[src/rtl/fpu_pkg.sv]
// Shared encodings for the RV32F control sequencer: opcodes, ALU op codes,
// destination-select codes, FSM states and the decoded-instruction record.
package fpu_pkg;

  localparam logic [6:0] OPC_OP_FP    = 7'b1010011;
  localparam logic [6:0] OPC_LOAD_FP  = 7'b0000111;
  localparam logic [6:0] OPC_STORE_FP = 7'b0100111;

  localparam logic [3:0] ALU_FADD     = 4'd0;
  localparam logic [3:0] ALU_FSUB     = 4'd1;
  localparam logic [3:0] ALU_FMUL     = 4'd2;
  localparam logic [3:0] ALU_FDIV     = 4'd3;
  localparam logic [3:0] ALU_FSQRT    = 4'd4;
  localparam logic [3:0] ALU_FSGNJ    = 4'd5;
  localparam logic [3:0] ALU_FSGNJN   = 4'd6;
  localparam logic [3:0] ALU_FSGNJX   = 4'd7;
  localparam logic [3:0] ALU_FMIN     = 4'd8;
  localparam logic [3:0] ALU_FMAX     = 4'd9;
  localparam logic [3:0] ALU_FEQ      = 4'd10;
  localparam logic [3:0] ALU_FLT      = 4'd11;
  localparam logic [3:0] ALU_FLE      = 4'd12;
  localparam logic [3:0] ALU_FCVT_W_S = 4'd13;
  localparam logic [3:0] ALU_FCVT_S_W = 4'd14;
  localparam logic [3:0] ALU_FMV      = 4'd15;

  localparam logic [1:0] FDS_ALU = 2'd0;
  localparam logic [1:0] FDS_MEM = 2'd1;
  localparam logic [1:0] FDS_RS1 = 2'd2;

  typedef enum logic [1:0] {
    ST_IDLE   = 2'd0,
    ST_EXEC   = 2'd1,
    ST_LDWAIT = 2'd2
  } state_e;

  typedef struct packed {
    logic [3:0] alu_op;
    logic       fp_we;
    logic       int_we;
    logic       fp_2reg_sel;
    logic       in1_sel;
    logic [1:0] fds_sel;
    logic       multicycle;
    logic       is_load;
    logic       illegal;
  } dec_t;

endpackage

[src/rtl/fpu_decode.sv]
// Combinational RV32F decoder: instruction word -> ALU op, selects, write
// flags, multi-cycle/load markers and the illegal flag for OP-FP.
import fpu_pkg::*;

module fpu_decode (
  input  logic [31:0] instr,
  output dec_t        dec
);

  logic [6:0] opcode_s;
  logic [6:0] funct7_s;
  logic [2:0] funct3_s;
  logic [4:0] rs2_s;
  logic       unused_s;

  assign opcode_s = instr[6:0];
  assign funct3_s = instr[14:12];
  assign rs2_s    = instr[24:20];
  assign funct7_s = instr[31:25];
  assign unused_s = ^{instr[19:15], instr[11:7]};

  function automatic dec_t fp_dst(input logic [3:0] op);
    dec_t d;
    d        = '0;
    d.alu_op = op;
    d.fp_we  = 1'b1;
    return d;
  endfunction

  function automatic dec_t int_dst(input logic [3:0] op, input logic sel);
    dec_t d;
    d             = '0;
    d.alu_op      = op;
    d.int_we      = 1'b1;
    d.fp_2reg_sel = sel;
    return d;
  endfunction

  function automatic dec_t multi(input logic [3:0] op);
    dec_t d;
    d            = '0;
    d.alu_op     = op;
    d.multicycle = 1'b1;
    return d;
  endfunction

  function automatic dec_t bad();
    dec_t d;
    d         = '0;
    d.illegal = 1'b1;
    return d;
  endfunction

  // Field decode; any unrecognised OP-FP encoding is flagged illegal
  always_comb begin
    dec = '0;
    case (opcode_s)
      OPC_OP_FP: begin
        case (funct7_s)
          7'b0000000: dec = fp_dst(ALU_FADD);
          7'b0000100: dec = fp_dst(ALU_FSUB);
          7'b0001000: dec = fp_dst(ALU_FMUL);
          7'b0001100: dec = multi(ALU_FDIV);
          7'b0101100: begin
            if (rs2_s == 5'd0) dec = multi(ALU_FSQRT);
            else               dec = bad();
          end
          7'b0010000: begin
            case (funct3_s)
              3'b000:  dec = fp_dst(ALU_FSGNJ);
              3'b001:  dec = fp_dst(ALU_FSGNJN);
              3'b010:  dec = fp_dst(ALU_FSGNJX);
              default: dec = bad();
            endcase
          end
          7'b0010100: begin
            case (funct3_s)
              3'b000:  dec = fp_dst(ALU_FMIN);
              3'b001:  dec = fp_dst(ALU_FMAX);
              default: dec = bad();
            endcase
          end
          7'b1010000: begin
            case (funct3_s)
              3'b000:  dec = int_dst(ALU_FLE, 1'b1);
              3'b001:  dec = int_dst(ALU_FLT, 1'b1);
              3'b010:  dec = int_dst(ALU_FEQ, 1'b1);
              default: dec = bad();
            endcase
          end
          // Signed and unsigned conversions share one ALU code
          7'b1100000: begin
            if (rs2_s[4:1] == 4'd0) dec = int_dst(ALU_FCVT_W_S, 1'b1);
            else                    dec = bad();
          end
          7'b1101000: begin
            if (rs2_s[4:1] == 4'd0) begin
              dec         = fp_dst(ALU_FCVT_S_W);
              dec.in1_sel = 1'b1;
            end else begin
              dec = bad();
            end
          end
          7'b1110000: begin
            if (rs2_s == 5'd0 && funct3_s == 3'b000) dec = int_dst(ALU_FMV, 1'b0);
            else                                     dec = bad();
          end
          7'b1111000: begin
            if (rs2_s == 5'd0 && funct3_s == 3'b000) begin
              dec         = fp_dst(ALU_FMV);
              dec.fds_sel = FDS_RS1;
            end else begin
              dec = bad();
            end
          end
          default: dec = bad();
        endcase
      end
      OPC_LOAD_FP: begin
        if (funct3_s == 3'b010) begin
          dec.is_load = 1'b1;
          dec.fds_sel = FDS_MEM;
        end else begin
          dec = '0;
        end
      end
      OPC_STORE_FP: dec = '0;
      default:      dec = '0;
    endcase
  end

endmodule

[src/rtl/fpu_ctrl_seq.sv]
// RV32F FP-stage control sequencer: single-cycle ops issue straight from decode,
// FDIV/FSQRT/FLW hold the pipeline via stall until completion, flush or reset.
import fpu_pkg::*;

module fpu_ctrl_seq #(
  parameter int DIV_CYCLES  = 16,
  parameter int SQRT_CYCLES = 20
) (
  input  logic        clk,
  input  logic        rst,
  input  logic        instr_valid,
  input  logic [31:0] instr,
  input  logic        flush,
  input  logic        mem_rvalid,
  output logic        FP_reg_we,
  output logic        int_reg_we,
  output logic        fp_2reg_sel,
  output logic        FP_alu_in1_sel,
  output logic [1:0]  FP_reg_fds_sel,
  output logic [3:0]  FP_alu_op,
  output logic        stall,
  output logic        illegal
);

  localparam int MAX_LAT = (DIV_CYCLES > SQRT_CYCLES) ? DIV_CYCLES : SQRT_CYCLES;
  localparam int CNT_W   = $clog2(MAX_LAT);
  localparam logic [CNT_W-1:0] DIV_LOAD  = CNT_W'(DIV_CYCLES - 2);
  localparam logic [CNT_W-1:0] SQRT_LOAD = CNT_W'(SQRT_CYCLES - 2);

  dec_t             dec_s;
  state_e           state_r;
  logic [CNT_W-1:0] cnt_r;
  logic [3:0]       op_r;

  fpu_decode u_decode (
    .instr (instr),
    .dec   (dec_s)
  );

  // Sequencer state, latency countdown and the op held across a stall
  always_ff @(posedge clk or posedge rst) begin
    if (rst) begin
      state_r <= ST_IDLE;
      cnt_r   <= '0;
      op_r    <= ALU_FADD;
    end else if (flush) begin
      state_r <= ST_IDLE;
      cnt_r   <= '0;
    end else begin
      case (state_r)
        ST_IDLE: begin
          if (instr_valid && dec_s.multicycle) begin
            op_r    <= dec_s.alu_op;
            cnt_r   <= (dec_s.alu_op == ALU_FSQRT) ? SQRT_LOAD : DIV_LOAD;
            state_r <= ST_EXEC;
          end else if (instr_valid && dec_s.is_load) begin
            op_r    <= dec_s.alu_op;
            state_r <= ST_LDWAIT;
          end else begin
            state_r <= ST_IDLE;
          end
        end
        ST_EXEC: begin
          if (cnt_r == '0) state_r <= ST_IDLE;
          else             cnt_r   <= cnt_r - CNT_W'(1);
        end
        ST_LDWAIT: begin
          if (mem_rvalid) state_r <= ST_IDLE;
          else            state_r <= ST_LDWAIT;
        end
        default: begin
          state_r <= ST_IDLE;
          cnt_r   <= '0;
        end
      endcase
    end
  end

  // Output selection: live decode while idle, held op and completion write otherwise
  always_comb begin
    FP_reg_we      = 1'b0;
    int_reg_we     = 1'b0;
    fp_2reg_sel    = 1'b0;
    FP_alu_in1_sel = 1'b0;
    FP_reg_fds_sel = FDS_ALU;
    FP_alu_op      = ALU_FADD;
    stall          = 1'b0;
    illegal        = 1'b0;
    if (rst) begin
      stall = 1'b0;
    end else begin
      case (state_r)
        ST_IDLE: begin
          if (instr_valid) begin
            FP_alu_op      = dec_s.alu_op;
            fp_2reg_sel    = dec_s.fp_2reg_sel;
            FP_alu_in1_sel = dec_s.in1_sel;
            FP_reg_fds_sel = dec_s.fds_sel;
            illegal        = dec_s.illegal;
            if (dec_s.multicycle || dec_s.is_load) begin
              stall = !flush;
            end else begin
              FP_reg_we  = dec_s.fp_we && !flush;
              int_reg_we = dec_s.int_we && !flush;
            end
          end else begin
            stall = 1'b0;
          end
        end
        ST_EXEC: begin
          FP_alu_op = op_r;
          if (flush)             stall     = 1'b0;
          else if (cnt_r == '0)  FP_reg_we = 1'b1;
          else                   stall     = 1'b1;
        end
        ST_LDWAIT: begin
          FP_alu_op      = op_r;
          FP_reg_fds_sel = FDS_MEM;
          if (flush)           stall     = 1'b0;
          else if (mem_rvalid) FP_reg_we = 1'b1;
          else                 stall     = 1'b1;
        end
        default: stall = 1'b0;
      endcase
    end
  end

endmodule

[config.mk]
export PLATFORM = sky130hd
export DESIGN_NAME = fpu_ctrl_seq
export DESIGN_NICKNAME = d
export VERILOG_FILES = /design/src/rtl/fpu_pkg.sv /design/src/rtl/fpu_decode.sv /design/src/rtl/fpu_ctrl_seq.sv
export SDC_FILE = /design/constraint.sdc
export NUM_CORES = 1
export LEC_CHECK = 0
export ABC_AREA = 1
export CORE_MARGIN = 2
export CORE_UTILIZATION = 49
export DETAILED_ROUTE_END_ITERATION = 8
export GPL_TIMING_DRIVEN = 1
export PLACE_DENSITY_LB_ADDON = 0.12
export SLEW_MARGIN = 5
export SYNTH_ARGS = -nofsm -noshare
export SYNTH_HDL_FRONTEND = slang
export SYNTH_SLANG_ARGS = --single-unit
[constraint.sdc]
create_clock -name clk -period 2.24 [get_ports clk]
set_input_delay 0.336 -clock clk [delete_from_list [all_inputs] [get_ports clk]]
set_output_delay 0.336 -clock clk [all_outputs]
set_load 0.01 [all_outputs]
==> run summary <==
* final core utilization: 86.4%
* FFs w/ async S/R, synth: 100%
* average routed wire per standard cell: 14.9 microns
* TritonCTS clock tree: built
* worst flop-to-flop path startpoint: state_r[0]$_DFFE_PP0P_
* worst r2r dst: cnt_r[1]$_DFFE_PP0P_
* total global routing track utilization: 34.5%
* Area Growth Syn to Fin: 68.6%
* first-pass GRT wire length: 8.89 mm
* buffer cell driving the clock tree root: sky130_fd_sc_hd__clkbuf_4
* Post-Syn Instances: 238
* period utilisation layout: 98.9%
* Crit. End Element: flip-flop
* total non-filler cell area in the finished layout: 0.00236 sq mm
* placed insts: 343
* CTS sink cnt: 11
* placed inst area: 0.00209 sq mm
* result of the run: finished clean
* CP startpoint kind: primary input
* Setup TNS Final: 0 ns
* peak supply drop: 0.000422 V
* Synth warnings: 0
* setup slack after layout: 0.0238 ns
* layout cells sized above 1: 40.4%
* Crit Path Max Fanout: 3
* number of distinct standard cells referenced by the synthesized netlist: 30
* antenna violations before repair: 0
* Worst Hold Depth: 2
* Setup Slack @ Placement: -0.557 ns
* via count: 2094
* clk slew on worst S/H paths: 0.06 ns
* count of nets left with antenna violations after detail routing: 0
* Sw Pwr: 0.176 mW
* post-synthesis mux area share: 0%
* Total Wirelength: 5.56 mm
* Max-cap violations: 0
* port bufs: 38
* classification of the worst setup path: in -> reg
* GP Congestion: 0.948
* Hold Path End: op_r[3]$_DFFE_PP0P_
* unrepaired setup endpoints after global routing: true
* die extent in x: 57.5 microns
* clock insertion delay at the later pin of the skew report: 0.29 ns
* final setup violating endpoints: 0
* Crit path required time: 2.40 ns
* Clk pwr share: 27.3%
* Clock Path Buffers: 2
* largest family of logic cells by synthesized area: simple AND/OR/NAND/NOR gates
* Sw Share: 33.4%
* number of levels the H-tree was split into: 1
* primary flip-flop cell chosen by synthesis mapping: sky130_fd_sc_hd__dfrtp_1
* number of DRC markers after the initial detailed-route iteration: 185
* share of the synthesized netlist area taken by xor and xnor gates: 0%
* Post-CTS Hold Fix Bufs: 0
* floorplan die area: 0.00330 sq mm
* detailed placer's ending HPWL: 3.63 mm
* part of the Yosys area used for sequential elements: 19.6%
* share of the synthesized area in compound gates (AO/OA/AOI/OAI): 13.1%
* Sequential Power Share: 39.8%
* pin count of the biggest net entering global routing: 12
* via count of the first global-routing pass: 2046
* Total Nets Final: 386
* worst hold slack: 0.473 ns
* Max Transition Viols Final: 0
* internal power: 0.350 mW
* transition at the pin with the smallest max-transition slack: 0.343 ns
* hold violation count in the final report: 0
* IO Count: 49
* shortest period the worst path allows: 2.22 ns
* R2R cell count: 11
* Congestion Overflow GR: 0
* count of state elements after synthesis: 11
* Std-Cell Rows: 19
* net count of the mapped netlist: 281
* register-to-register setup slack: 0.65 ns
* detailed-routing iteration count for the pre-antenna-repair pass: 5
* Hold Startpoint: op_r[3]$_DFFE_PP0P_
* clock buffers created by TritonCTS: 3
* power density of the placed cells: 223 mW/mm^2
* crit path DAT: 2.38 ns
* drt via density: 5.61
* fraction of power consumed by combinational cells: 32.9%
* overall die height: 57.5 microns
* total power of the final layout: 0.527 mW
* min-delay worst type: reg -> reg
* basic-gate share of the synthesized area counting and, or, nand and nor cells: 50.6%
* Avg Inst Size Synth: 5.89 sq um
* setup skew after layout: 0.0157 ns
* DR DRC count: 0
* non-filler instance count after layout: 373
* placeable core region: 0.00273 sq mm
* Worst slew margin: 76.9%
* leakage power figure: 1.32 nW
* adder and majority gate portion of the synthesized area: 5.36%
* f_max: 451 MHz
* combined area of all synthesized cells: 0.00140 sq mm
* number of synthesized flops with an enable pin: 0
* antenna fix cells: 0
* Starting Density: 51.3%
-- cell type report --
type | instances | area, sq um
Inverter | 41 | 154
Fill cell | 170 | 372
Tap cell | 31 | 38.8
Sequential cell | 11 | 275
Clock buffer | 4 | 26.3
Multi-Input combinational cell | 185 | 1080
Timing Repair Buffer | 101 | 787
-- sequential cells by signal, indices dropped and copies added (netlist names) --
| name | count |
|---|---|
| op_r | 4 |
| state_r | 2 |
| cnt_r | 5 |
-- cell usage in the layout, fill, tap and decap left out, drive strengths merged, types with 3 or more instances in the layout --
cell and count:
nand2 72, clkbuf 11, ha 6, dlymetal6s2s 5, or2 3, nor2 29
nor3 6, clkdlybuf4s50 4, nand3 26, inv 41, clkdlybuf4s15 3, a21oi 10
nand3b 3, dfrtp 11, dlygate4sd2 10, buf 72, nand4 7, o21ai 10
-- cell usage after synthesis (all sizes together), types with 3 or more instances --
cell type  number  area share [%]
nand3          26              10
nand3b          3             1.6
inv            41              11
nor2           29             9.4
o21ai          10             3.8
nor3            6             2.1
dfrtp          11              20
ha              6             5.4
nand2          72              20
a21oi          10             3.6
or2             3             1.3
nand4           7             3.1
-- routing by layer --
metal	vias to the layer above	global-route usage, %	wire length (microns)
met4	0	15.3	285
met3	39	7.03	469
met5	-	0	0
met1	945	43.2	2190
li1	984	-	-
met2	126	57.0	2610
-- what timing repair did --
item | 4_1_cts | 5_1_grt
setup endpoints to repair | 12 | 18
resized for setup | 81 | 36
pin swaps | 20 | 9
setup buffers | 24 | 2
endpoints found under the hold margin | 0 | 0
-- worst max-delay path: stages --
cell,delay [ns]
sky130_fd_sc_hd__dlygate4sd2_1,0.21
sky130_fd_sc_hd__nor2_2,0.05
sky130_fd_sc_hd__nand2_1,0.07
sky130_fd_sc_hd__inv_1,0.08
sky130_fd_sc_hd__buf_4,0.14
sky130_fd_sc_hd__nand2_2,0.08
sky130_fd_sc_hd__nand2_1,0.09
sky130_fd_sc_hd__nor2_2,0.13
sky130_fd_sc_hd__nand4_1,0.18
sky130_fd_sc_hd__buf_4,0.18
sky130_fd_sc_hd__buf_4,0.12
sky130_fd_sc_hd__buf_4,0.12
sky130_fd_sc_hd__buf_4,0.12
sky130_fd_sc_hd__buf_4,0.12
sky130_fd_sc_hd__buf_4,0.12
sky130_fd_sc_hd__buf_4,0.12
sky130_fd_sc_hd__nand2_1,0.06
sky130_fd_sc_hd__o21ai_1,0.05
-- kinds of logic (layout without fill, tap and decap cells) --
family | Yosys count | after routing
compound gates | 30 | 30
fa+ha+maj | 6 | 6
buf+inv | 42 | 146
flops | 11 | 11
simple gates | 149 | 149
-- power groups by stage --
| stage | registers (mW) | clock network (mW) | logic, mW |
|---|---|---|---|
| 4_1_cts | 0.209 | 0.146 | 0.162 |
| 3_5_place_dp | 0.213 | 0 | 0.158 |
| 6_report | 0.209 | 0.144 | 0.173 |
| 5_1_grt | 0.210 | 0.155 | 0.190 |
| 3_3_place_gp | 0.212 | 0 | 0.154 |
| 2_1_floorplan | 0.211 | 0 | 0.0646 |
-- worst max path at each step --
stage	start	endpoint	slack, ns	cells after the start
CTS	instr[13]	op_r[2]$_DFFE_PP0P_	-0.01	17
global placement	instr[30]	illegal	-0.55	11
global route	instr[28]	FP_reg_fds_sel[1]	-0.07	11
finish	instr[21]	op_r[2]$_DFFE_PP0P_	0.02	18
detailed placement	instr[30]	illegal	-0.56	11
floorplan	instr[5]	illegal	0.49	5
Power figures use the tool's default switching activity.
